===== config.mk =====
export PLATFORM = sky130hd
export DESIGN_NAME = result_pipe_fwd
export DESIGN_NICKNAME = d
export VERILOG_FILES = /design/src/rtl/result_pipe_fwd.sv
export SDC_FILE = /design/constraint.sdc
export NUM_CORES = 1
export LEC_CHECK = 0
export CAP_MARGIN = 20
export CORE_ASPECT_RATIO = 1.25
export CORE_UTILIZATION = 28
export DETAILED_ROUTE_END_ITERATION = 8
export SYNTH_ARGS = -nofsm -noshare
export SYNTH_HDL_FRONTEND = slang
export SYNTH_SLANG_ARGS = --single-unit

===== constraint.sdc =====
create_clock -name clk -period 1.5 [get_ports clk]
set_clock_uncertainty 0.2 [all_clocks]
set_input_delay 0.3 -clock clk [delete_from_list [all_inputs] [get_ports clk]]
set_output_delay 0.3 -clock clk [all_outputs]
set_load 0.03 [all_outputs]

===== src/rtl/result_pipe_fwd.sv =====
// Purpose : carries execution results through a DEPTH-stage shift pipe to the RF write port and serves ra/rb forwarding lookups.
// Latency : in_pkt to rf_we is exactly DEPTH cycles; forwarding outputs are combinational from the stage registers.
// Backpressure: none; the pipe advances every cycle, and flush kills stages 1..FLUSH_DEPTH. Macro RESULT_PIPE_FWD_EN builds the forwarding search.
module result_pipe_fwd #(
    parameter int DEPTH       = 7,
    parameter int FLUSH_DEPTH = 3
) (
    input  logic           clk,
    input  logic           reset,
    input  logic [0:138]   in_pkt,
    input  logic           flush,
    input  logic [0:6]     src_a_addr,
    input  logic [0:6]     src_b_addr,
    output logic           fwd_a_hit,
    output logic [0:127]   fwd_a_data,
    output logic           fwd_a_stall,
    output logic           fwd_b_hit,
    output logic [0:127]   fwd_b_data,
    output logic           fwd_b_stall,
    output logic           rf_we,
    output logic [0:6]     rf_waddr,
    output logic [0:127]   rf_wdata
);

    // Stage k (1..DEPTH) holds one result; index 1 is the youngest.
    logic [0:127] r_data [1:DEPTH];
    logic [0:2]   r_lat  [1:DEPTH];
    logic         r_wr   [1:DEPTH];
    logic [0:6]   r_rt   [1:DEPTH];

    // Shift the pipe every cycle; flush clears the live bit of the young stages as they load.
    always_ff @(posedge clk) begin
        if (reset) begin
            for (int k = 1; k <= DEPTH; k++) begin
                r_data[k] <= '0;
                r_lat[k]  <= '0;
                r_wr[k]   <= 1'b0;
                r_rt[k]   <= '0;
            end
        end else begin
            r_data[1] <= in_pkt[0:127];
            r_lat[1]  <= in_pkt[128:130];
            r_wr[1]   <= in_pkt[131] && !flush;
            r_rt[1]   <= in_pkt[132:138];
            for (int k = 2; k <= DEPTH; k++) begin
                r_data[k] <= r_data[k-1];
                r_lat[k]  <= r_lat[k-1];
                r_wr[k]   <= r_wr[k-1] && !(flush && (k <= FLUSH_DEPTH));
                r_rt[k]   <= r_rt[k-1];
            end
        end
    end

    // Writeback comes straight from the oldest stage.
    assign rf_we    = r_wr[DEPTH];
    assign rf_waddr = r_rt[DEPTH];
    assign rf_wdata = r_data[DEPTH];

`ifdef RESULT_PIPE_FWD_EN

    // A result in stage k is usable once k reaches its latency; 0 acts as 1, oversize clamps to DEPTH.
    function automatic logic stage_ready(input int k, input logic [0:2] lat);
        int eff;
        eff = 32'(lat);
        if (eff == 0)     eff = 1;
        if (eff > DEPTH)  eff = DEPTH;
        return (k >= eff);
    endfunction

    // Youngest-match search for both sources: scan oldest to youngest so the lowest stage overwrites.
    always_comb begin
        fwd_a_hit   = 1'b0;
        fwd_a_stall = 1'b0;
        fwd_a_data  = '0;
        fwd_b_hit   = 1'b0;
        fwd_b_stall = 1'b0;
        fwd_b_data  = '0;
        for (int k = DEPTH; k >= 1; k--) begin
            if (r_wr[k] && (r_rt[k] == src_a_addr)) begin
                fwd_a_hit   = stage_ready(k, r_lat[k]);
                fwd_a_stall = !stage_ready(k, r_lat[k]);
                fwd_a_data  = stage_ready(k, r_lat[k]) ? r_data[k] : '0;
            end
            if (r_wr[k] && (r_rt[k] == src_b_addr)) begin
                fwd_b_hit   = stage_ready(k, r_lat[k]);
                fwd_b_stall = !stage_ready(k, r_lat[k]);
                fwd_b_data  = stage_ready(k, r_lat[k]) ? r_data[k] : '0;
            end
        end
    end

`else

    // Without the search the issue stage waits for writeback, so every lookup reports no match.
    assign fwd_a_hit   = 1'b0;
    assign fwd_a_stall = 1'b0;
    assign fwd_a_data  = '0;
    assign fwd_b_hit   = 1'b0;
    assign fwd_b_stall = 1'b0;
    assign fwd_b_data  = '0;

    logic w_unused;

    // Fold the lookup-only inputs and latency fields into a sink so they are not left dangling.
    always_comb begin
        w_unused = ^{src_a_addr, src_b_addr};
        for (int k = 1; k <= DEPTH; k++) begin
            w_unused = w_unused ^ (^r_lat[k]);
        end
    end

`endif

endmodule


Word level (Yosys, flattened, before mapping):

Memories as Yosys holds them, arrays and structs flattened.
Cells that the tools add are included.

* multiplexer cells: 24
* bitwise operators: 21
* reduce and logical (&&, ||, !) cells: 4

Operator list (number)
* $mux W128: 7
* $mux W7: 7
* $or A1 B1 Y1: 21
* $mux W1: 10
* $logic_and A1 B1 Y1: 3
* $logic_not A1 Y1: 1

* bits in registers: 0
* bits in writable memories: 952
* input bits: 156
* output and inout bits: 396
* logic and storage cells: 52
* memories kept: 3

Memories
* r_data: depth 7, bits a word 128, read ports 7, clocked after Yosys merged registers in 0, wr ports 7, RTL line 26 `logic [0:127] r_data [1:DEPTH];`
* r_rt: depth 7, bits a word 7, read ports 7, clocked after Yosys merged registers in 0, wr ports 7, RTL line 29 `logic [0:6] r_rt [1:DEPTH];`
* r_wr: depth 7, bits a word 1, read ports 7, clocked after Yosys merged registers in 0, wr ports 7, RTL line 28 `logic r_wr [1:DEPTH];`

Longest topological paths before layout:

* word-level depth: 3
* depth in mapped cells: 5
* gate-level depth less buffers: 1

Worst setup path before layout:

No wires, ideal clock.

* path type: input port to flip-flop
* start point: in reset
* end point: reg, netlist name r_data[2][0]
* setup time: 0.128 ns
* arrival: 0.884 ns
* data required time: 1.172 ns
* path slack: 0.288 ns
* stages: 4
* path buffers: 3
* cell sequence: buf_4 > buf_4 > clkbuf_1 > nor2b_1

RTL lines
* from (decl): RTL line 9 `input logic reset,`

==> results.ini <==
[floorplan]
initial_core_util=0.284
fp.dieH_um=363
fp.dieArea_um2=105000
die_x_um=291
ios=552
design.core.area_um2=103000
rows=131

[global_route]
grt.met1_usage=0.0929
antenna_found_initial=18
use_met3=0.0310
grt_pass1_vias=12818
grt.met2_usage=0.133
grt_pass1_wl_um=67900
overflow=0
grt_max_degree=90
grt_use_total=0.0830
busiest_layer=met2

[worst_setup_path]
r2r_slack_ns=0.64
crit_required_ns=1.00
critPathTopFamily=flip-flops
start_kind=flop
crit_cells=1
critPathCapture=rf_wdata[42]
r2r_start=r_rt[3][3]$_SDFF_PP0_
cp_max_fo=1
crit_buf_inv=1
critPathMaxStageDelay_ns=0.36
cp_data_arrival_time_ns=1.16
reg2reg_to=r_rt[3][10]$_SDFF_PP0_
crit_type=flop to output port
crit_chain=buf_12
reg2regPathDepth=1
cp-end-kind=output port
startpoint=r_data[3][213]$_SDFF_PP0_
cp_slowest_cell=dfxtp_4

[finish]
fin_cells=4123
syn_to_final_growth_pct=26.3
final_common_cell=dfxtp_1
final_core_util=0.359
final_cell_mix=816 x dfxtp_1, 809 x nor2b_1, 260 x conb_1
final.fill_count=9933
nets=2868
drive_above_1_share=0.221

[sta]
hold_violations=0
rsz0062_at_grt=yes
clock.fmax_mhz=602
setup-violations-final=136
whs_ns=0.0342
drv_slew=0
fin_setup_tns_ns=-16.94
period_needed_ns=1.66
worst_slack_ns=-0.161
period_share=1.11

[pwr]
ir_worst_vdd_mv=0.972
swShare=0.222
p_comb_frac=0.051
seq_power_share=0.499
p_sw_mw=11.5
clkPwrFrac=0.450
intPower_mw=40.5
p_leak_nw=14.8
power.density_nw_per_um2=1410
totalPowerFinal_mw=52.0

[detailed_routing]
first_iter_violations=360
drtAntennaViolNets=0
vias=13711
viasPerCell=3.33
avgRoutedWirePerCell_um=10.7
routed_wl_um=44000
drc=0
first_pass_iters=4

[synthesis]
synth_compound_area_frac=0
synth_mux_area_frac=0
yosys_register_bits=952
synth_top_cell_by_area=dfxtp_1
avgSynthCellArea_um2=12.1
yosys-top-cells-area=dfxtp_1 65%, nor2b_1 17%, buf_4 10%, nor2b_2 4.2%, buf_6 1.7%
synth_top_family_by_area=simple AND/OR/NAND/NOR gates
yosys_warnings=0
synth-simple-area-share=0.217
netlist_instances=2406
synth_fa_ha_area_frac=0
synthesis.area_um2=29100
netlist.area_leader.share=0.654
yosysUniqueCellTypes=9
synth_xor_area_frac=0
ys_seq_area_frac=0.654

[cts]
clock-sinks=952
cts.clk_slew.worst_paths_ns=0.06
clk_latency_ns=0.68
cts_buffers=91
cts_buffer_depth=3
tritoncts=done
cts_setup_buffers=0
htree_levels=3
clockRootBuffer=clkbuf_16

[placement]
placed_cells=3820
io_buffers=274
dpl.hpwl_um=28300
place.gp.congestion=0.727

[hold_path]
hp-class=primary input to flop

[job]
cap_violations=0

[run_status]
failed_checks=setup timing
status=finished, violations left

[state kept, by name (all words and copies together) (netlist names)]
signal and count:
r_rt 49, r_data 896, r_wr 7
[layer usage]
layer | vias to the layer above | part of all wire
met5 | - | 0.0035
met4 | 24 | 0.041
met3 | 117 | 0.069
met2 | 337 | 0.47
met1 | 6042 | 0.42
li1 | 7191 | -
[kinds of logic after synthesis]
family,count (synthesis)
flops,952
other cells,1
buf+inv,501
simple gates,952
[cells in the mapped netlist]
library cell  instances
nor2b_1             809
conb_1                1
dfxtp_1             952
buf_4               401
buf_2                36
nor2b_2             140
buf_6                45
clkbuf_1             19
nor3b_1               3
[through the flow]
| step | area (um^2) | setup WS (ns) |
|---|---|---|
| floorplan | 30100 | 0.288 |
| global route | 36800 | -0.240 |
| detailed placement | 32000 | 0.0296 |
| CTS | 36800 | -0.251 |
| finish | 36800 | -0.161 |
| global placement | 32000 | 0.0430 |
[power by group through the flow]
stage / Sequential, mW / Combinational [mW] / Clock [mW]
floorplan: 26.5 / 2.32 / 0
global placement: 26.5 / 2.33 / 0
detailed placement: 26.5 / 2.35 / 0
CTS: 25.9 / 2.67 / 24.5
global route: 26.0 / 2.85 / 25.5
finish: 25.9 / 2.64 / 23.4
[timing repair]
item / CTS / global route
hold buffers: 128 / 1
gates resized for setup: 581 / 2
endpoints found under the hold margin: 342 / 1
setup endpoints to repair: 136 / 136
[worst min-delay path by stage]
stage,slack [ns],cells after the start,to,startpoint
finish,0.03,2,r_data[0][242]$_SDFF_PP0_,in_pkt[13]
global route,0.01,2,r_data[0][229]$_SDFF_PP0_,in_pkt[26]
CTS,0.0008,2,r_data[0][237]$_SDFF_PP0_,in_pkt[18]
detailed placement,0.22,1,r_data[1][177]$_SDFF_PP0_,r_data[1][49]$_SDFF_PP0_
global placement,0.22,1,r_data[2][158]$_SDFF_PP0_,r_data[2][30]$_SDFF_PP0_
floorplan,0.18,1,r_wr[0][1]$_SDFF_PP0_,flush
[layout make-up]
class,instances,area (um^2),share of cell area
Sequential cell,952,19200,0.523
Antenna cell,6,15.0,0.000408
Tap cell,1330,1660,0.0452
Multi-Input combinational cell,1212,7290,0.198
Clock buffer,128,2610,0.0708
Clock inverter,40,553,0.0150
Timing Repair Buffer,455,5430,0.147
No activity file was read; power rests on OpenSTA's default activity.
